`config.mk`:
```
export PLATFORM = sky130hd
export DESIGN_NAME = mio_bus
export DESIGN_NICKNAME = d
export VERILOG_FILES = /design/src/rtl/mio_bus.sv
export SDC_FILE = /design/constraint.sdc
export NUM_CORES = 1
export LEC_CHECK = 0
export CAP_MARGIN = 15
export CORE_MARGIN = 2
export CORE_UTILIZATION = 40
export CTS_BUF_LIST = sky130_fd_sc_hd__clkbuf_2 sky130_fd_sc_hd__clkbuf_4 sky130_fd_sc_hd__clkbuf_8
export DETAILED_ROUTE_END_ITERATION = 8
export GPL_TIMING_DRIVEN = 1
export PLACE_DENSITY_LB_ADDON = 0.08
export SLEW_MARGIN = 20
export SYNTH_ARGS = -nofsm -noshare
export SYNTH_HDL_FRONTEND = slang
export SYNTH_SLANG_ARGS = --single-unit
```
`constraint.sdc`:
```
create_clock -name clk -period 3.5 [get_ports clk]
set_input_delay 0.7 -clock clk [delete_from_list [all_inputs] [get_ports clk]]
set_output_delay 0.7 -clock clk [all_outputs]
set_load 0.01 [all_outputs]
```
`src/rtl/mio_bus.sv`:
```
// mio_bus: memory-mapped I/O bus controller sitting behind the CPU wrapper.
// Decodes CPU accesses onto a synchronous data RAM (region 0x0), a GPIO
// register pair (region 0xE) and an optional down-counter (region 0xF).
// Returns registered read data with a one-cycle MIO_ready completion pulse.
// Build option: define MIO_COUNTER_EN to build the counter and its interrupt;
// without it region 0xF is unmapped and INT is tied low.

module mio_bus #(
  parameter int RAM_AW = 10
) (
  input  logic              clk,
  input  logic              reset,
  input  logic              mem_req,
  input  logic              mem_w,
  input  logic [31:0]       Addr_out,
  input  logic [31:0]       Data_out,
  output logic [31:0]       Data_in,
  output logic              MIO_ready,
  output logic              INT,
  output logic [RAM_AW-1:0] ram_addr,
  output logic [31:0]       ram_din,
  output logic              ram_we,
  input  logic [31:0]       ram_dout,
  input  logic [31:0]       gpio_in,
  output logic [31:0]       gpio_out
);

  typedef enum logic [1:0] {
    IDLE   = 2'd0,
    RAM_RD = 2'd1,
    RESP   = 2'd2
  } state_t;

  state_t      r_state;
  state_t      w_nextState;

  logic        r_ready;
  logic [31:0] r_dataIn;
  logic [31:0] r_gpioOut;

  logic [3:0]  w_region;
  logic [27:0] w_offset;
  logic        w_isRam;
  logic        w_isGpioOut;
  logic        w_isGpioIn;
  logic        w_isCount;
  logic        w_isCtrl;
  logic        w_access;
  logic        w_wrStrobe;
  logic        w_regRdStrobe;
  logic [31:0] w_regRdata;
  logic [31:0] w_countRdata;
  logic [31:0] w_ctrlRdata;

  // ---------------------------------------------------------------------
  // Address decode. Register regions decode the full 28-bit offset so that
  // stray offsets inside a region behave like unmapped space.
  // ---------------------------------------------------------------------
  assign w_region    = Addr_out[31:28];
  assign w_offset    = Addr_out[27:0];
  assign w_isRam     = (w_region == 4'h0);
  assign w_isGpioOut = (w_region == 4'hE) && (w_offset == 28'h0);
  assign w_isGpioIn  = (w_region == 4'hE) && (w_offset == 28'h4);

  // Only IDLE samples the request; changes while busy are ignored.
  assign w_access      = (r_state == IDLE) && mem_req;
  assign w_wrStrobe    = w_access && mem_w;
  assign w_regRdStrobe = w_access && !mem_w && !w_isRam;

  // RAM side is a straight pass-through; the strobe is gated by reset so a
  // request held across reset can never reach the RAM.
  assign ram_addr = Addr_out[RAM_AW+1:2];
  assign ram_din  = Data_out;
  assign ram_we   = reset && w_wrStrobe && w_isRam;

  assign Data_in   = r_dataIn;
  assign MIO_ready = r_ready;
  assign gpio_out  = r_gpioOut;

  // Next-state logic: RAM reads need an extra cycle for the RAM latency.
  always_comb begin
    w_nextState = r_state;
    case (r_state)
      IDLE: begin
        if (mem_req) begin
          if (w_isRam && !mem_w) begin
            w_nextState = RAM_RD;
          end else begin
            w_nextState = RESP;
          end
        end
      end
      RAM_RD:  w_nextState = RESP;
      RESP:    w_nextState = IDLE;
      default: w_nextState = IDLE;
    endcase
  end

  // State register plus the completion pulse, which is high exactly in RESP.
  always_ff @(posedge clk or negedge reset) begin
    if (!reset) begin
      r_state <= IDLE;
      r_ready <= 1'b0;
    end else begin
      r_state <= w_nextState;
      r_ready <= (w_nextState == RESP);
    end
  end

  // Register read mux; anything not matched reads as zero.
  always_comb begin
    w_regRdata = 32'h0;
    if (w_isGpioOut) begin
      w_regRdata = r_gpioOut;
    end else if (w_isGpioIn) begin
      w_regRdata = gpio_in;
    end else if (w_isCount) begin
      w_regRdata = w_countRdata;
    end else if (w_isCtrl) begin
      w_regRdata = w_ctrlRdata;
    end
  end

  // Read data capture: RAM data one cycle after the address, register data
  // on the IDLE->RESP edge. Writes leave the last read value untouched.
  always_ff @(posedge clk or negedge reset) begin
    if (!reset) begin
      r_dataIn <= 32'h0;
    end else if (r_state == RAM_RD) begin
      r_dataIn <= ram_dout;
    end else if (w_regRdStrobe) begin
      r_dataIn <= w_regRdata;
    end
  end

  // GPIO output register; writes to the input offset fall through and drop.
  always_ff @(posedge clk or negedge reset) begin
    if (!reset) begin
      r_gpioOut <= 32'h0;
    end else if (w_wrStrobe && w_isGpioOut) begin
      r_gpioOut <= Data_out;
    end
  end

`ifdef MIO_COUNTER_EN
  logic [31:0] r_count;
  logic [31:0] r_reload;
  logic        r_en;
  logic        r_auto;
  logic        r_pend;
  logic        r_ie;
  logic        r_int;
  logic        w_countWr;
  logic        w_ctrlWr;
  logic        w_underflow;

  assign w_isCount    = (w_region == 4'hF) && (w_offset == 28'h0);
  assign w_isCtrl     = (w_region == 4'hF) && (w_offset == 28'h4);
  assign w_countWr    = w_wrStrobe && w_isCount;
  assign w_ctrlWr     = w_wrStrobe && w_isCtrl;
  assign w_underflow  = r_en && (r_count == 32'h0);
  assign w_countRdata = r_count;
  assign w_ctrlRdata  = {28'h0, r_ie, r_pend, r_auto, r_en};
  assign INT          = r_int;

  // COUNT/RELOAD: a CPU write beats both the decrement and the auto-reload.
  always_ff @(posedge clk or negedge reset) begin
    if (!reset) begin
      r_count  <= 32'h0;
      r_reload <= 32'h0;
    end else if (w_countWr) begin
      r_count  <= Data_out;
      r_reload <= Data_out;
    end else if (r_en) begin
      if (r_count != 32'h0) begin
        r_count <= r_count - 32'd1;
      end else if (r_auto) begin
        r_count <= r_reload;
      end
    end
  end

  // CTRL: CPU writes win for EN, but an underflow always sets PEND even if
  // the same write tries to clear it.
  always_ff @(posedge clk or negedge reset) begin
    if (!reset) begin
      r_en   <= 1'b0;
      r_auto <= 1'b0;
      r_pend <= 1'b0;
      r_ie   <= 1'b0;
    end else begin
      if (w_ctrlWr) begin
        r_en   <= Data_out[0];
        r_auto <= Data_out[1];
        r_ie   <= Data_out[3];
      end else if (w_underflow && !r_auto) begin
        r_en <= 1'b0;
      end
      if (w_underflow) begin
        r_pend <= 1'b1;
      end else if (w_ctrlWr && Data_out[2]) begin
        r_pend <= 1'b0;
      end
    end
  end

  // Interrupt line, one cycle behind PEND/IE.
  always_ff @(posedge clk or negedge reset) begin
    if (!reset) begin
      r_int <= 1'b0;
    end else begin
      r_int <= r_pend && r_ie;
    end
  end
`else
  assign w_isCount    = 1'b0;
  assign w_isCtrl     = 1'b0;
  assign w_countRdata = 32'h0;
  assign w_ctrlRdata  = 32'h0;
  assign INT          = 1'b0;
`endif

endmodule

```
==> impl_results.md, run 1 <==
- Vias/cell: 5.21
- First-pass GRT wire length: 19000 um
- DR top layer: met4
- Setup Fix Bufs, Post-CTS: 0
- Delay-heaviest family, CP: buffers and inverters
- Residual DRC: 0
- Row count: 35
- Final min period: 3260 ps
- Power per cell area: 366 nW/um2
- Core area: 9110 um2
- Post-synthesis cell type count: 25
- Met2 WL post-DR: 6260 um
- Yosys top cell area share: 0.453
- Setup-failing EPs final: 0
- Design Power: 2.24 mW
- Synth Register Bits: 67
- M1 WL: 4950 um
- Final Hold Vio Count: 0
- Chip Height: 100 um
- WL met3: 1020 um
- Comb pwr share: 0.263
- Post-route cell area: 6120 um2
- Iter 0 DRT Violations: 128
- Worst path bufs/invs: 2
- Cell Int Power: 1.66 mW
- Area taken by multi-input logic gates: 1590 um2
- Worst vdd rail ir drop: 0.209 mV
- Total grt overflow: 0
- Fmax: 307 MHz
- CP peak stage delay: 580 ps
- Pre-antenna DRT Iters: 4
- Clock Tree Root: clkbuf_8
- IO Count: 241
- RSZ-0062 raised after global routing: no
- Final Slew Violations: 0
- Sequential cell area: 1680 um2
- Clk sink count: 67
- Top post-synthesis cells by area: dfrtp_1, mux2_2, nor3_1, buf_4, mux2i_1
- Initial antenna violation count: 0
- FILL cells: 734
- Remaining antenna violation count after routing: 0
- H-tree Lvls: 3
- Ant. Diodes: 0
- Max-Cap Viols: 0
- Rel. slew slack: 0.416
- CTS buffer count: 9
- Area added between synthesis and finish: 65.4%
- Syn Std Cell Area: 3700 um2
- Share of cells above drive strength 1: 0.120
- Net switching power: 0.573 mW
- Die area: 10000 um2
- Critical Path, Cell by Cell: clkdlybuf4s50_1 -> or3b_4 -> or2_4 -> nor2_1 -> clkdlybuf4s50_1
- Mean Syn Cell Area: 10.4 um2
- IO buf count: 239
- Final period utilization: 0.932
- Clk_lat worst skew: 340 ps
- Reg clk slew, reported paths: 80 ps
- Worst clock skew: 8.85 ps
- Die W: 100 um
- WP depth: 5
- Worst-case reg-to-reg path depth: 5
- CP required: 2800 ps
- Clock buffer depth: 2
- Hold slack: 513 ps
- CP Capture Type: output port
- Post-synth top area cell: dfrtp_1
- Switching share of power: 0.256
- Setup_tns: 0 ps
- Kind of start point of the critical path: primary input
- Post-Route WL: 12500 um
- Final net count: 679
- Largest net degree at the start of global routing: 68
- Leakage: 2.59 nW
- Initial Util: 0.406
- Vias: 3454
- Yosys warning total: 0
- Resized Gates After CTS: 0
- Placer Congestion: 0.821
- Setup CP Type: primary input to output port
- Wire per inst: 18.9 um
- Hold Buf Count CTS: 0
- CP most frequent cell: clkdlybuf4s50_1
- Measured slew at the worst slew-check pin: 876 ps
- Register area share after synthesis: 0.453
- Clock Power Share: 0.337
- CTS tree: built
- Sequential share of power: 0.400
- Final core occ: 0.671
- Status: finished, final reports clean
- Post-DP HPWL: 9220 um
- Hold path depth: 1
- Vias in the first global route: 3534
- Worst EP arrival: 2560 ps
- Post-Synthesis Cells: 355
- Worst hold path class: register to register
- Syn Nets: 487
- CP max stage cell: clkdlybuf4s50_1
- Post-DP Area: 5880 um2
- Overall Global Routing Usage: 0.247
- CP max FO: 3
layer usage:
metal	track usage	vias to the layer above
li1	-	1616
met1	0.297	1653
met2	0.419	166
met3	0.0710	19
met4	0.0927	0
met5	0	-
state kept, by name, summed over array words and instances, names as in the netlist:
| register | flops |
|---|---|
| Data_in | 32 |
| gpio_out | 32 |
| r_state | 2 |
| MIO_ready | 1 |
kinds of logic after synthesis:
logic type	Yosys count	synth area share
AO/OA/AOI/OAI	33	0.0771
buffers and inverters	70	0.121
flip-flops	67	0.453
multiplexers	64	0.184
other	1	0.00101
AND/OR/NAND/NOR	120	0.163
final timing paths:
check | slack [ps] | start | endpoint
worst max-delay path | 240 | mem_req | ram_we
worst max register to register | 1250 | r_state[1] | Data_in[23]
worst min register to register | 510 | gpio_out[6] | gpio_out[6]
max in group asynchronous | 2320 | reset | Data_in[16]
min in group asynchronous | 610 | reset | gpio_out[23]
worst min-delay path | 510 | gpio_out[6] | gpio_out[6]
area by class of cell:
| cell class | instances | area share |
|---|---|---|
| well taps | 111 | 0.0227 |
| clock buffers | 12 | 0.0260 |
| inverters | 1 | 0.000614 |
| multi-input cells | 218 | 0.260 |
| clock inverters | 4 | 0.0119 |
| repair buffers | 250 | 0.405 |
| flip-flops and latches | 67 | 0.274 |
power groups by stage:
stage / clock network (mW) / logic (mW) / registers [mW]
after global placement: 0 / 0.585 / 0.906
after CTS: 0.766 / 0.596 / 0.894
after detailed placement: 0 / 0.594 / 0.907
after floorplan: 0 / 0.185 / 0.936
final: 0.753 / 0.589 / 0.896
after global routing: 0.807 / 0.631 / 0.903
synthesized netlist by cell type:
master,instances
dfrtp_1,67
nor3_1,66
buf_4,43
nor2_1,36
mux2i_1,32
o31a_1,32
mux2_2,31
clkbuf_1,19
nor4_1,6
buf_1,3
buf_6,3
nand2_1,2
nand4_1,2
nor4b_1,2
a21oi_1,1
buf_2,1
conb_1,1
inv_1,1
mux2_1,1
nand2b_1,1
nor2b_1,1
nor4_4,1
nor4bb_1,1
or2_4,1
or3b_4,1
metrics by stage:
stage / cells / setup WS [ps]
2_1_floorplan: 355 / 1150
3_3_place_gp: 647 / 304
3_5_place_dp: 647 / 264
4_1_cts: 663 / 253
5_1_grt: 663 / 184
6_report: 663 / 238
layout by cell type, fill, tap and decap left out, types with 2 or more instances in the layout:
cell,instances
nor4_1,6
mux2_2,31
clkdlybuf4s50_1,237
nand2_1,2
buf_4,10
bufinv_16,2
dfrtp_1,67
clkbuf_8,11
nor3_1,65
buf_2,2
o31a_1,32
mux2i_1,32
nor2_1,36
nand4_1,2
No activity file was read; power rests on OpenSTA's default activity.
==> run 2, diff against run 1 <==
- CORE_MARGIN: 2 -> unset
- GPL_TIMING_DRIVEN: 1 -> 0
==> impl_results.md, run 2 (synthesis results as in run 1) <==
- Initial antenna violation count: 1
- Final Hold Vio Count: 0
- Resized Gates After CTS: 0
- Most frequent standard cell in the layout excluding fill and tap cells: clkdlybuf4s50_1
- Vias in the first global route: 3785
- Setup CP Type: primary input to output port
- Rel. slew slack: 0.304
- Status: finished, violations left
- Worst EP arrival: 2650 ps
- Vias/cell: 5.03
- Chip Height: 98.2 um
- Share of cells above drive strength 1: 0.162
- CP Capture Type: output port
- Clock buffer depth: 2
- Core area: 8850 um2
- Residual DRC: 18
- Clk_lat worst skew: 330 ps
- Leakage: 2.80 nW
- IO Count: 241
- CP required: 2800 ps
- Largest net degree at the start of global routing: 37
- Kind of start point of the critical path: primary input
- Max-Cap Viols: 0
- Final Slew Violations: 0
- Worst vdd rail ir drop: 0.197 mV
- CTS tree: built
- Vias: 3617
- Post-route cell area: 6460 um2
- Post-DP HPWL: 9670 um
- Clock Tree Root: clkbuf_8
- Worst hold path class: primary input to async pin
- Initial Util: 0.418
- Violated checks: DRC
- Post-DP Area: 6230 um2
- CTS buffer count: 9
- Power per cell area: 348 nW/um2
- H-tree Lvls: 3
- Hold Buf Count CTS: 0
- Wire per inst: 17.4 um
- Post-Route WL: 12500 um
- CP max FO: 4
- Die area: 9640 um2
- Remaining antenna violation count after routing: 0
- First-pass GRT wire length: 19500 um
- Setup Fix Bufs, Post-CTS: 0
- Final period utilization: 0.956
- Reg2reg setup slack: 1200 ps
- Row count: 34
- Pre-antenna DRT Iters: 6
- Overall Global Routing Usage: 0.260
- Reg clk slew, reported paths: 80 ps
- Final min period: 3350 ps
- Clk sink count: 67
- Fmax: 299 MHz
- Total grt overflow: 0
- Hold slack: 316 ps
- Area added between synthesis and finish: 74.7%
- Worst clock skew: 6.92 ps
- Setup-failing EPs final: 0
- Die W: 98.2 um
- Measured slew at the worst slew-check pin: 1030 ps
- Iter 0 DRT Violations: 87
- Placer Congestion: 0.802
- IO buf count: 238
- Final net count: 737
- Most frequent cells in the layout: clkdlybuf4s50_1, dfrtp_1, nor3_1
-- run 2: cell count changes in the layout (fill, tap and decap cells not counted), moves of 3 or more --
cell	previous run	this run
buf_1	0	3
clkbuf_1	0	19
buf_4	10	44
buf_6	0	3
-- run 2: through the flow --
step	total power, mW	setup TNS (ps)	utilization	cells	worst slack, ps
2_1_floorplan	1.12	0	-	355	1150
3_3_place_gp	1.52	-44120	0.702	701	-1530
3_5_place_dp	1.53	0	0.704	702	172
4_1_cts	2.26	0	0.730	718	224
5_1_grt	2.35	-38.9	0.730	719	-38.9
6_report	2.25	0	0.730	719	155
-- run 2: path summary, 6_finish.rpt --
kind,cells past startpoint,end,start
worst max-delay path,5,ram_we,Addr_out[31]
worst min-delay path,1,Data_in[9],reset
worst max register to register,5,gpio_out[2],r_state[1]
worst min register to register,1,gpio_out[6],gpio_out[6]
max in group asynchronous,2,r_state[1],reset
min in group clk,1,gpio_out[6],gpio_out[6]
-- run 2: area by class of cell --
class,instances,area [um2]
Sequential cell,67,1680
Antenna cell,1,2.50
Buffer,69,444
Fill cell,684,2390
Clock inverter,6,87.6
Clock buffer,10,138
Inverter,1,3.75
Timing Repair Buffer,239,2400
Multi-Input combinational cell,218,1570
Tap cell,108,135
-- run 2: worst max-delay path: stages --
cell,delay [ps]
clkdlybuf4s50_1,420
nor4_1,700
nand2_1,140
nor2_1,120
clkdlybuf4s50_1,560
-- run 2: power breakdown --
part | internal (mW) | switching, mW
sequential | 0.847 | 0.0438
combinational | 0.399 | 0.224
clock | 0.422 | 0.310
-- run 2: per-layer routing --
layer  wire length (um)  share of wire  vias to the layer above  track usage
li1                   -              -                     1723            -
met5                  0              0                        -            0
met2               6540           0.52                      167        0.477
met3               1070          0.085                       16       0.0802
met1               4620           0.37                     1711        0.286
met4                292          0.023                        0       0.0850
==> run 3, diff against run 2 <==
- CTS_BUF_LIST: sky130_fd_sc_hd__clkbuf_2 sky130_fd_sc_hd__clkbuf_4 sky130_fd_sc_hd__clkbuf_8 -> sky130_fd_sc_hd__clkbuf_8
==> results of run 3 <==
No change in the layout: final DEF, timing and power equal those of run 2.
